$ cat config.mk
export PLATFORM = sky130hd
export DESIGN_NAME = sec_violation_unit
export DESIGN_NICKNAME = d
export VERILOG_FILES = /design/src/rtl/sec_violation_unit.sv
export SDC_FILE = /design/constraint.sdc
export NUM_CORES = 1
export LEC_CHECK = 0
export CELL_PAD_IN_SITES_DETAIL_PLACEMENT = 1
export CELL_PAD_IN_SITES_GLOBAL_PLACEMENT = 2
export CORE_UTILIZATION = 24
export DETAILED_ROUTE_END_ITERATION = 6
export PLACE_DENSITY_LB_ADDON = 0.2
export SLEW_MARGIN = 25
export SYNTH_ARGS = -nofsm -noshare
export SYNTH_HDL_FRONTEND = slang
export SYNTH_SLANG_ARGS = --single-unit
$ cat constraint.sdc
create_clock -name clk_i -period 3.4 [get_ports clk_i]
set_input_delay 0.68 -clock clk_i [delete_from_list [all_inputs] [get_ports clk_i]]
set_output_delay 0.68 -clock clk_i [all_outputs]
set_load 0.01 [all_outputs]
$ cat src/rtl/sec_violation_unit.sv
// Security violation unit: turns store-guard crash pulses into a precise
// exception, counts accepted violations and locks the core after MAX_VIOL.
module sec_violation_unit #(
    parameter int unsigned VLEN     = 32,
    parameter int unsigned CNT_W    = 8,
    parameter int unsigned MAX_VIOL = 4,
    parameter logic [31:0] CAUSE    = 32'h18
) (
    input  logic             clk_i,
    input  logic             rst_ni,
    input  logic             debug_mode_i,
    input  logic             flush_i,
    input  logic             to_crash_i,
    input  logic [VLEN-1:0]  pc_i,
    input  logic             ex_ack_i,
    output logic             ex_valid_o,
    output logic [31:0]      ex_cause_o,
    output logic [31:0]      ex_tval_o,
    output logic             locked_o,
    output logic [CNT_W-1:0] viol_cnt_o
);

    typedef enum logic [1:0] {
        IDLE    = 2'd0,
        PENDING = 2'd1,
        LOCKED  = 2'd2
    } state_e;

    state_e           state_q;
    logic [CNT_W-1:0] cnt_q;
    logic [CNT_W-1:0] cnt_d;
    logic [VLEN-1:0]  tval_q;
    logic             valid_q;
    logic             locked_q;
    logic             accept;
    logic             cnt_at_limit;

    assign accept = to_crash_i & ~flush_i & ~debug_mode_i & (state_q != LOCKED);

    // Saturating count; the lock decision looks at the value after this cycle's event.
    assign cnt_d        = (accept && (cnt_q != {CNT_W{1'b1}})) ? cnt_q + CNT_W'(1) : cnt_q;
    assign cnt_at_limit = (64'(cnt_d) >= 64'(MAX_VIOL));

    always_ff @(posedge clk_i or negedge rst_ni) begin
        if (!rst_ni) begin
            state_q  <= IDLE;
            cnt_q    <= '0;
            tval_q   <= '0;
            valid_q  <= 1'b0;
            locked_q <= 1'b0;
        end else begin
            cnt_q <= cnt_d;
            case (state_q)
                IDLE: begin
                    if (accept) begin
                        tval_q  <= pc_i;
                        state_q <= PENDING;
                        valid_q <= 1'b1;
                    end
                end
                PENDING: begin
                    if (ex_ack_i) begin
                        if (cnt_at_limit) begin
                            state_q  <= LOCKED;
                            valid_q  <= 1'b0;
                            locked_q <= 1'b1;
                        end else if (accept) begin
                            // Back-to-back exception: the new violation becomes the reported one.
                            tval_q <= pc_i;
                        end else begin
                            state_q <= IDLE;
                            valid_q <= 1'b0;
                        end
                    end
                end
                LOCKED: begin
                    valid_q  <= 1'b0;
                    locked_q <= 1'b1;
                end
                default: begin
                    state_q  <= IDLE;
                    valid_q  <= 1'b0;
                    locked_q <= 1'b0;
                end
            endcase
        end
    end

    assign ex_valid_o = valid_q;
    assign locked_o   = locked_q;
    assign viol_cnt_o = cnt_q;
    assign ex_cause_o = CAUSE;
    assign ex_tval_o  = 32'(tval_q);

endmodule

==> impl_metrics.yaml <==
run_status:
  status: "complete, no violations"
finish:
  antenna_cells_inserted: 0
  post_route_cells_drive_above_1_share: 0.205
  final_cell_area_um2: 3200
  finish.utilization: 0.348
  nNetsFinal: 314
  fillers: 1017
  final_cell_count_no_fill: 384
  area.growth.synth_to_final_pct: 40.6
place:
  place_inst: 376
  gp_congestion: 0.726
  detailedPlace.worstSlack_ps: -239
  place_hpwl_mm: 3.73
  postPlaceCellArea_um2: 3110
  port_buffers: 79
power:
  sequentialPowerShare: 0.385
  power.density_cell_area_nw_per_um2: 760
  power_frac_clock: 0.142
  total_switching_power_mw: 0.804
  power_switching_share: 0.330
  relative_contribution_of_combinational_cells_to_total_power: 0.473
  cellLeakagePower_nw: 1.37
  total_power_mw: 2.43
  vdd.ir_drop.worst_mv: 0.228
  power_report.internal_total_mw: 1.63
floorplan:
  die-width_um: 99.4
  design.core.area_um2: 9200
  die_h_um: 99.4
  fp.dieArea_um2: 9880
  top_level_pins: 112
  effective_utilization_at_floorplan: 0.247
  num_rows: 35
worst_setup_path:
  cp_slowest_stage_delay_ps: 560
  worstPathRequired_ps: 3580
  slowest_stage_cell_cp: "sky130_fd_sc_hd__or4b_4"
  worstPathCellList: "clkdlybuf4s50_1, or4b_4, nor4_2, mux2_2, nor4_4, a41oi_4, buf_12, mux2_1"
  path_delay_family: "simple AND/OR/NAND/NOR gates"
  worst_ep_arrival_time_ps: 3460
  regToRegSetupSlack_ps: 230
  critPathKind: "in -> reg"
  crit_path_max_fanout: 32
  setup.worst_path.end_class: "flip-flop"
  crit_path_start_kind: "input port"
  worst-path-buf-inv: 2
grt:
  grt_first_pass_wirelength_mm: 8.54
  number_of_antenna_violations_at_the_first_check_in_global_routing: 0
  grt-ovfl-total: 0
  grt_use_total: 0.109
  first_global_vias: 1699
  pin_count_of_the_biggest_net_entering_global_routing: 45
synth:
  synth-main-ff-cell: "sky130_fd_sc_hd__dfrtp_1"
  post_synth.cell_area_avg_um2: 12.2
  synth_area_um2: 2280
  synth.yosys.warnings: 0
  synth_area_leader_cell: "sky130_fd_sc_hd__dfrtp_1"
  synth.yosys.seq_area_share: 0.484
  post_synth_inst_count: 186
  leading_cell_types_by_total_area_after_synthesis: "sky130_fd_sc_hd__dfrtp_1 48%, sky130_fd_sc_hd__mux2_2 15%, sky130_fd_sc_hd__buf_4 11%"
  synth.top_cell.area_share: 0.484
  ys_ff_latch: 44
  yosys.cell_count.top_type: "sky130_fd_sc_hd__dfrtp_1"
  ys_types: 40
  async_flop_share: 1.00
  post_synth_most_frequent_cells: "44 x sky130_fd_sc_hd__dfrtp_1, 32 x sky130_fd_sc_hd__buf_4, 31 x sky130_fd_sc_hd__mux2_2, 8 x sky130_fd_sc_hd__nand2_1"
  post_synth_edffs: 0
cts:
  clock_tree.root_cell: "sky130_fd_sc_hd__clkbuf_8"
  cts_tree: "yes"
  clk_pin_slew_ps: 90
  hold_buffers: 0
  clock_sinks: 44
  cts.htree.levels: 2
  maximum_number_of_buffers_from_clock_root_to_sink: 2
  number_of_buffers_created_by_cts: 5
  postCtsResizedCells: 0
  cts_post_setup_buffers_inserted: 0
  worst_skew_pair.late_latency_ps: 290
route:
  drt-vias-per-instance: 4.17
  drc: 0
  drt-wirelength-per-cell_um: 13.4
  drt_pass_1_iters: 2
  detail_route.iter0.violations: 33
  drtAntennaViolNets: 0
  via_count: 1600
  finalWirelength_mm: 5.14
sta:
  finalWorstSetupSlack_ps: 113
  worst_clock_skew_ps: 7.26
  worst_slew_pin_slew_ps: 594
  setup_violations: 0
  grt_setup_unrepaired: "no"
  whs_ps: 375
  timing.fmax_mhz: 304
  final_count_of_hold_timing_violations: 0
  finalMaxSlewViolations: 0
  slew_headroom: 0.604
  period_minus_slack_ps: 3290
  setup_total_negative_slack_ps: 0
  finalCritPeriodShare: 0.967
worst_hold_path:
  hp-class: "in -> async"
job:
  drv.max_cap_violation_count: 0
## path summary, 6_finish.rpt
| kind | start | endpoint | cells past startpoint |
|---|---|---|---|
| max | debug_mode_i | ex_tval_o[31] | 8 |
| min | rst_ni | ex_tval_o[23] | 1 |
| max reg2reg | state_q[0] | ex_tval_o[31] | 9 |
| min reg2reg | ex_tval_o[1] | ex_tval_o[1] | 1 |
| max in group asynchronous | rst_ni | ex_tval_o[14] | 1 |
| min in group clk_i | ex_tval_o[1] | ex_tval_o[1] | 1 |
## kinds of logic (layout without fill, tap and decap cells)
logic type / Yosys count / count (layout) / synth area share
xor+xnor: 3 / 3 / 0.0115
fa+ha+maj: 4 / 4 / 0.0220
mux: 37 / 37 / 0.183
compound gates: 21 / 21 / 0.0698
flops: 44 / 44 / 0.484
other cells: 2 / 32 / 0.00330
simple gates: 32 / 32 / 0.0935
buf+inv: 43 / 100 / 0.134
## flip-flops by register name, summed over array words and instances, names as in the netlist
name	flops
ex_tval_o	32
viol_cnt_o	8
state_q	2
ex_valid_o	1
locked_o	1
## per-layer routing
| layer | global-route usage | up-vias | wire [µm] |
|---|---|---|---|
| met1 | 0.130 | 788 | 2190 |
| met4 | 0.0238 | 0 | 0 |
| met2 | 0.187 | 62 | 2550 |
| li1 | - | 750 | - |
| met5 | 0 | - | 0 |
| met3 | 0.0415 | 0 | 402 |
## layout by cell type, fill, tap and decap left out, drive strengths merged, types with 5 or more instances in the layout
master,count
mux2,36
buf,10
conb,32
clkdlybuf4s50,78
dfrtp,44
a21oi,5
nand3,5
clkbuf,7
nand2,8
## power by group through the flow
stage / Clock, mW / Sequential (mW) / Combinational [mW]
final: 0.345 / 0.938 / 1.15
after global routing: 0.392 / 0.981 / 1.24
after CTS: 0.370 / 0.943 / 1.17
after detailed placement: 0 / 0.950 / 1.17
after global placement: 0 / 0.948 / 1.15
after floorplan: 0 / 1.02 / 0.479
## cell type report
cell class                      count  area (µm²)  area share
Sequential cell                    44        1100       0.344
Multi-Input combinational cell    129         983       0.307
Timing Repair Buffer               88         868       0.271
Tap cell                          111         139      0.0434
Clock buffer                        7        86.3      0.0270
Inverter                            4        15.0     0.00469
Clock inverter                      1        7.51     0.00235
(Power assumes the default switching activity.)
